--- config.mk ---
export PLATFORM = sky130hd
export DESIGN_NAME = clint
export DESIGN_NICKNAME = d
export VERILOG_FILES = /design/src/rtl/clint.sv
export SDC_FILE = /design/constraint.sdc
export NUM_CORES = 1
export LEC_CHECK = 0
export CORE_ASPECT_RATIO = 0.7
export CORE_MARGIN = 5
export CORE_UTILIZATION = 35
export CTS_BUF_LIST = sky130_fd_sc_hd__clkbuf_4 sky130_fd_sc_hd__clkbuf_8
export DETAILED_ROUTE_END_ITERATION = 8
export GPL_ROUTABILITY_DRIVEN = 0
export GPL_TIMING_DRIVEN = 0
export PLACE_DENSITY_LB_ADDON = 0.05
export SLEW_MARGIN = 20
export SYNTH_ARGS = -nofsm -noshare
export SYNTH_HDL_FRONTEND = slang
export SYNTH_SLANG_ARGS = --single-unit
--- constraint.sdc ---
create_clock -name clk -period 4.89 [get_ports clk]
set_input_delay 0.489 -clock clk [delete_from_list [all_inputs] [get_ports clk]]
set_output_delay 0.489 -clock clk [all_outputs]
set_load 0.01 [all_outputs]
--- src/rtl/clint.sv ---
// Core-local interrupt/exception sequencer: freezes the pipeline on ecall/ebreak/timer irq/mret,
// performs the machine-mode CSR updates, then issues a one-cycle PC redirect.
module clint #(
  parameter logic [11:0] CSR_MEPC    = 12'h341,
  parameter logic [11:0] CSR_MCAUSE  = 12'h342,
  parameter logic [11:0] CSR_MSTATUS = 12'h300
) (
  input  logic        clk,
  input  logic        rst_n,
  input  logic [31:0] inst_i,
  input  logic [31:0] inst_addr_i,
  input  logic        inst_valid_i,
  input  logic        irq_i,
  input  logic [31:0] csr_mtvec_i,
  input  logic [31:0] csr_mepc_i,
  input  logic [31:0] csr_mstatus_i,
  output logic        hold_flag_o,
  output logic        csr_we_o,
  output logic [11:0] csr_waddr_o,
  output logic [31:0] csr_wdata_o,
  output logic        int_assert_o,
  output logic [31:0] int_addr_o
);

  localparam logic [2:0] StIdle     = 3'd0;
  localparam logic [2:0] StWMepc    = 3'd1;
  localparam logic [2:0] StWMcause  = 3'd2;
  localparam logic [2:0] StWMstatus = 3'd3;
  localparam logic [2:0] StWMret    = 3'd4;
  localparam logic [2:0] StAssert   = 3'd5;

  localparam logic [31:0] InstEcall  = 32'h0000_0073;
  localparam logic [31:0] InstEbreak = 32'h0010_0073;
  localparam logic [31:0] InstMret   = 32'h3020_0073;

  logic [2:0]  state_q, state_d;
  logic [31:0] epc_q, epc_d;
  logic [31:0] cause_q, cause_d;
  logic        mret_q, mret_d;

  logic is_ecall, is_ebreak, is_mret, irq_take;
  logic trap_trig, mret_trig;

  assign is_ecall  = inst_valid_i && (inst_i == InstEcall);
  assign is_ebreak = inst_valid_i && (inst_i == InstEbreak);
  assign is_mret   = inst_valid_i && (inst_i == InstMret);
  // The irq squashes the EX instruction, which is re-executed from epc on return.
  assign irq_take  = irq_i && csr_mstatus_i[3] && inst_valid_i &&
                     !(is_ecall || is_ebreak || is_mret);

  assign trap_trig = (state_q == StIdle) && (is_ecall || is_ebreak || irq_take);
  assign mret_trig = (state_q == StIdle) && !trap_trig && is_mret;

  always_comb begin
    state_d = state_q;
    epc_d   = epc_q;
    cause_d = cause_q;
    mret_d  = mret_q;
    case (state_q)
      StIdle: begin
        if (trap_trig) begin
          state_d = StWMepc;
          epc_d   = inst_addr_i;
          mret_d  = 1'b0;
          if (is_ecall)       cause_d = 32'd11;
          else if (is_ebreak) cause_d = 32'd3;
          else                cause_d = 32'h8000_0007;
        end else if (mret_trig) begin
          state_d = StWMret;
          mret_d  = 1'b1;
        end
      end
      StWMepc:    state_d = StWMcause;
      StWMcause:  state_d = StWMstatus;
      StWMstatus: state_d = StAssert;
      StWMret:    state_d = StAssert;
      StAssert:   state_d = StIdle;
      default:    state_d = StIdle;
    endcase
  end

  always_ff @(posedge clk) begin
    if (!rst_n) begin
      state_q <= StIdle;
      epc_q   <= 32'd0;
      cause_q <= 32'd0;
      mret_q  <= 1'b0;
    end else begin
      state_q <= state_d;
      epc_q   <= epc_d;
      cause_q <= cause_d;
      mret_q  <= mret_d;
    end
  end

  always_comb begin
    hold_flag_o  = 1'b0;
    csr_we_o     = 1'b0;
    csr_waddr_o  = 12'd0;
    csr_wdata_o  = 32'd0;
    int_assert_o = 1'b0;
    int_addr_o   = 32'd0;
    case (state_q)
      StIdle: hold_flag_o = trap_trig || mret_trig;
      StWMepc: begin
        hold_flag_o = 1'b1;
        csr_we_o    = 1'b1;
        csr_waddr_o = CSR_MEPC;
        csr_wdata_o = epc_q;
      end
      StWMcause: begin
        hold_flag_o = 1'b1;
        csr_we_o    = 1'b1;
        csr_waddr_o = CSR_MCAUSE;
        csr_wdata_o = cause_q;
      end
      StWMstatus: begin
        hold_flag_o = 1'b1;
        csr_we_o    = 1'b1;
        csr_waddr_o = CSR_MSTATUS;
        csr_wdata_o = {csr_mstatus_i[31:8], csr_mstatus_i[3], csr_mstatus_i[6:4], 1'b0,
                       csr_mstatus_i[2:0]};
      end
      StWMret: begin
        hold_flag_o = 1'b1;
        csr_we_o    = 1'b1;
        csr_waddr_o = CSR_MSTATUS;
        csr_wdata_o = {csr_mstatus_i[31:8], 1'b1, csr_mstatus_i[6:4], csr_mstatus_i[7],
                       csr_mstatus_i[2:0]};
      end
      StAssert: begin
        // Hold drops here so IF can load the redirect target.
        int_assert_o = 1'b1;
        int_addr_o   = mret_q ? csr_mepc_i : {csr_mtvec_i[31:2], 2'b00};
      end
      default: ;
    endcase
  end

endmodule

# After elaboration in Yosys (flattened, before gate mapping)
# Cells that the tools add are included.
totals:
  output_inout_bits: 79
  regBits: 68
  in_bits: 164
classes:
  n_mux: 14
  eq_ne: 9
  reduce_logical: 21
op_table:
  columns: ["op", "n"]
  rows:
  - ["32-bit two-way mux", 4]
  - ["32-bit case mux with 4 select lines", 1]
  - ["32-bit by 21-bit == test with 1-bit output (second input constant)", 1]
  - ["32-bit by 30-bit == test with 1-bit output (second input constant)", 1]
  - ["32-bit by 7-bit == test with 1-bit output (second input constant)", 1]
  - ["10-bit case mux with 3 select lines", 1]
  - ["3-bit case mux with 4 select lines", 1]
  - ["1-bit logical AND", 9]
  - ["3-bit by 2-bit == test with 1-bit output (second input constant)", 2]
  - ["3-bit == test (second input constant)", 2]
  - ["3-bit two-way mux", 2]
  - ["1-bit logical OR", 4]
  - ["1-bit two-way mux", 4]
  - ["2-bit AND reduction", 2]
  - ["4-bit OR reduction", 1]
  - ["3-bit by 1-bit == test with 1-bit output (second input constant)", 1]
  - ["3-bit zero test", 1]
  - ["3-bit != test (second input constant)", 1]
  - ["1-bit zero test", 2]
  - ["1-bit case mux with 2 select lines", 1]
  - ["2-bit nonzero test", 1]
  - ["2-bit OR reduction", 1]

# Depth between registers and ports, before layout
depth:
  ltp_word: 14
  ltp_mapped: 7
  ltp_nobuf: 5

# Worst setup path before layout
# Ideal clock, no wire load.
synth_timing:
  kind: "input to output"
  startpoint: "in inst_i[22]"
  endpoint: "out hold_flag_o"
  slack_ns: 2.634
  path_buffers: 1
  t_arrival_ns: 1.767
  cell_stages: 6
  required_time_ns: 4.401
  cell_sequence: "nor4_1 nand4_1 nor3_4 o2bb2ai_2 buf_6 a211o_1"
synth_via:
  elab_chain_cells: 13
  elab_cells_between_ends: 17
  cone_classes: "eq/ne: 3; mux: 1; reduce/logical: 13"
synth_rtl:
  columns: ["element", "line", "source"]
  rows:
  - ["start, declared", "10", "input logic [31:0] inst_i,"]
  - ["32-bit by 7-bit == test with 1-bit output or 32-bit by 21-bit == test with 1-bit output (tied branches)", "44, 45", null]
  - ["1-bit logical AND, on equally long branches", "44, 45", null]
  - ["1-bit logical OR", "49, 51", null]
  - ["1-bit logical OR", "49", "!(is_ecall || is_ebreak || is_mret);"]
  - ["1-bit zero test", "49", null]
  - ["1-bit logical AND", "48", "assign irq_take = irq_i && csr_mstatus_i[3] && inst_valid_i &&"]
  - ["1-bit logical OR", "51", "assign trap_trig = (state_q == StIdle) && (is_ecall || is_ebreak || irq_take);"]
  - ["1-bit logical AND", "51", null]
  - ["1-bit zero test", "52", "assign mret_trig = (state_q == StIdle) && !trap_trig && is_mret;"]
  - ["1-bit logical AND (2 in a row)", "52", null]
  - ["1-bit logical OR (*)", "104", "StIdle: hold_flag_o = trap_trig || mret_trig;"]
  - ["1-bit case mux with 2 select lines (*)", "103", "case (state_q)"]
  - ["end, declared", "17", "output logic hold_flag_o,"]
# Mark *: on every way between the ends. The rest lies on a longest branch, timed or not.

# Worst setup path after layout
layout_timing:
  startpoint: "reg state_q[2]"
  endpoint: "out csr_wdata_o[25]"
layout_via:
  elab_chain_cells: 2
  elab_cells_between_ends: 5
  cone_classes: "eq/ne: 4; mux: 1"
layout_rtl:
  columns: ["element", "line", "source"]
  rows:
  - ["start, declared", "36", "logic [2:0] state_q, state_d;"]
  - ["start signal, assigned", "84", "state_q <= StIdle;"]
  - ["start signal, assigned", "89", "state_q <= state_d;"]
  - ["3-bit == test (tied with other cells)", "103", null]
  - ["32-bit case mux with 4 select lines (*)", "103", null]
  - ["end, declared", "20", "output logic [31:0] csr_wdata_o,"]
# Marked as above.

==> summary.md <==
| Metric | Value |
|---|---|
| Max VDD drop | `~110 uV` |
| DRT iter0 DRCs | `around 100` |
| Post-Synthesis Cells | `around 330` |
| Post-CTS Setup Inserts | `0` |
| Ports | `approximately 240` |
| Via count | `around 3,300` |
| Multi-input gate area | `~1800 um^2` |
| Total negative slack | `0 ns` |
| Final-layout fill cell count | `682` |
| Post-CTS sizing | `0` |
| Most used routing layer in global routing | `met2` |
| Warnings from Yosys | `0` |
| Fin. Hold Viols | `0` |
| Worst setup EP type | `primary output` |
| Worst reg2reg setup slack | `roughly 3 ns` |
| Worst EP arrival | `~2.8 ns` |
| Remaining Overflow, GRT | `0` |
| WL final | `~12 mm` |
| Pin count of the biggest net entering global routing | `13` |
| GR Util met2 | `0.383` |
| Most common cell after layout, fill and taps aside | `clkdlybuf4s50_1` |
| RSZ-0062 raised after global routing | `false` |
| Dpl hpwl | `approximately 9.6 mm` |
| Leakage | `approximately 0.002 uW` |
| Cell variety after synth | `45` |
| Clock buffer depth | `2` |
| Worst Path Required | `4.40 ns` |
| Die width | `around 120 um` |
| Setup Slack @ Placement | `about 1.5 ns` |
| Syn Std Cell Area | `between 2000 and 3000 um^2` |
| Max Slew Vio Count | `0` |
| Ant diodes | `0` |
| WL/cell | `17.0 um` |
| CTS tree | `done` |
| Final ANT Viol Nets | `0` |
| CP bufs+invs | `4` |
| Final setup fails | `0` |
| Area grow syn2layout | `94.7%` |
| Clock sinks | `39` |
| Fin crit period | `3.32 ns` |
| Sequential cell area fraction in the yosys report | `0.286` |
| Worst-path clk slew | `approximately 0.070 ns` |
| Die height | `83.9 um` |
| Power, Total | `816 uW` |
| Critical path startpoint | `state_q[2]` |
| Max cap viols | `0` |
| Crit-path slowest cell | `clkdlybuf4s50_1` |
| Die ar. | `approximately 9700 um^2` |
| Critical path peak fanout | `10` |
| Hold Buf Count CTS | `0` |
| Rows | `27` |
| First-pass GRT wire length | `approximately 18 mm` |
| Number of global-route vias before repair | `roughly 3,400` |
| Residual DRC | `0` |
| CP Cell Sequence | `clkbuf_1, nor3b_1, clkbuf_1, clkbuf_1, a22o_1, clkdlybuf4s50_1` |
| Initial Utilization | `0.353` |
| Period utilization | `0.679` |
| WS Path Type | `reg -> out` |
| Nets@finish | `about 740` |
| Crit path max-delay family | `buffers and inverters` |
| Register area | `around 800 um^2` |
| Top achievable clock speed | `0.301 GHz` |
| Gr usage total | `0.229` |
| Hold path startpoint | `cause_q[3]` |
| Crit start category | `flop` |
| Latest clock arrival within the worst-skew pair | `about 0.3 ns` |
| Core region area | `slightly below 8000 um^2` |
| TritonRoute pass-1 iters | `4` |
| Clock Skews | `roughly 0.0047 ns` |
| P per Cell Area | `153 nW/um^2` |
| Avg Inst Size Synth | `8.21 um^2` |
| Commonest non-fill, non-tap cells in the layout | `clkdlybuf4s50_1, nand2_1, mux2i_1` |
| Worst Max-Slew Pin Slew | `between 0.7 and 0.8 ns` |
| Number of CTS-inserted buffers | `5` |
| HP Class | `reg -> reg` |
| Layout cells sized above 1 | `0.0604` |
| Slew HR | `0.516` |
| Global routing usage on met1 | `0.297` |
| CTS root buf | `clkbuf_8` |
| Met3 Use GR | `0.0529` |
| Max stage delay on crit path | `between 0.5 and 0.6 ns` |
| Most used cell, CP | `clkbuf_1` |
| PortBufs | `232` |
| Setup ws final | `around 1.6 ns` |
| Hold Path Sink | `cause_q[3]` |
| H-tree levels | `2` |
| Antenna violations before repair | `0` |
| Reg2reg path depth | `7` |
| Vias/cell | `~4.9` |
| Yosys reg bits | `39` |
| Worst R2R End | `epc_q[20]` |
| Worst hold stages | `2` |
| RR Startpoint | `state_q[2]` |
| Status | `finished, final reports clean` |
power by group:
| group | leakage, uW | total [uW] | switching (uW) | internal (uW) |
|---|---|---|---|---|
| sequential | 0.000317 | 334 | 6.13 | 328 |
| combinational | 0.00159 | 200 | 56.7 | 143 |
| clock | 0.0000612 | 282 | 117 | 165 |
| total | 0.00197 | 816 | 180 | 637 |
tightest hold or removal path, stage by stage, from the launching register on:
cell     delay [ns]
dfxtp_1        0.31
nand2_1        0.05
o21ai_1        0.05
worst max-delay path by stage:
stage,depth (start not counted),endpoint,slack [ns]
after CTS,8,hold_flag_o,1.53
after global routing,6,csr_wdata_o[19],1.34
after detailed placement,8,hold_flag_o,1.54
after floorplan,6,hold_flag_o,2.63
final,6,csr_wdata_o[25],1.57
after global placement,8,hold_flag_o,1.61
cell type report:
type | instances | area share
clock inverter | 2 | 0.00658
inverter | 1 | 0.000705
multi-input combinational | 262 | 0.331
clock buffer | 6 | 0.0155
tap | 101 | 0.0237
sequential | 39 | 0.147
timing repair buffer | 232 | 0.436
buffer | 37 | 0.0397
stage by stage:
step	area [um^2]	cells	hold WS, ns	util
final	5320	680	0.450	0.688
after detailed placement	5200	672	0.441	0.673
after floorplan	2760	339	0.429	-
after global routing	5320	680	0.464	0.688
after CTS	5320	680	0.451	0.688
after global placement	5200	672	0.438	0.673
flip-flops by register name, indices dropped and copies added, names as in the netlist:
register  flops
epc_q        32
cause_q       3
state_q       3
mret_q        1
cell usage after synthesis (all sizes together):
| cell type | number | area (um^2) |
|---|---|---|
| or2 | 1 | 6.26 |
| o311a | 1 | 10.0 |
| buf | 15 | 129 |
| inv | 1 | 3.75 |
| or3 | 1 | 6.26 |
| nand4 | 2 | 12.5 |
| o21a | 1 | 7.51 |
| o21ai | 8 | 40.0 |
| mux2i | 63 | 631 |
| conb | 1 | 3.75 |
| a211o | 2 | 17.5 |
| clkbuf | 22 | 82.6 |
| dfxtp | 39 | 781 |
| nand3b | 2 | 15.0 |
| o211a | 1 | 10.0 |
| nor4b | 2 | 30.0 |
| nor2 | 32 | 120 |
| xnor2 | 2 | 17.5 |
| and4bb | 1 | 12.5 |
| nand2b | 1 | 6.26 |
| nor3 | 4 | 41.3 |
| nand2 | 75 | 282 |
| nor2b | 1 | 6.26 |
| a21oi | 6 | 30.0 |
| nand3 | 2 | 10.0 |
| and3 | 2 | 12.5 |
| nand4b | 3 | 32.5 |
| and3b | 2 | 17.5 |
| a22o | 26 | 228 |
| nor4 | 3 | 25.0 |
| mux2 | 4 | 45.0 |
| o2bb2ai | 1 | 15.0 |
| a21boi | 1 | 7.51 |
| nor3b | 3 | 27.5 |
| and2 | 2 | 12.5 |
metal layers:
metal  part of all wire  vias to the layer above
li1                   -                     1639
met1               0.44                     1532
met2               0.46                      125
met3              0.079                       17
met4              0.018                        0
met5                  0                        -
cell families after synthesis:
kind of cell	share of synthesized area
compound gates	0.134
xor+xnor	0.00641
buf+inv	0.0787
flops	0.286
mux	0.247
other cells	0.00137
simple gates	0.247
Note: power is estimated with default switching activity, not from simulation.
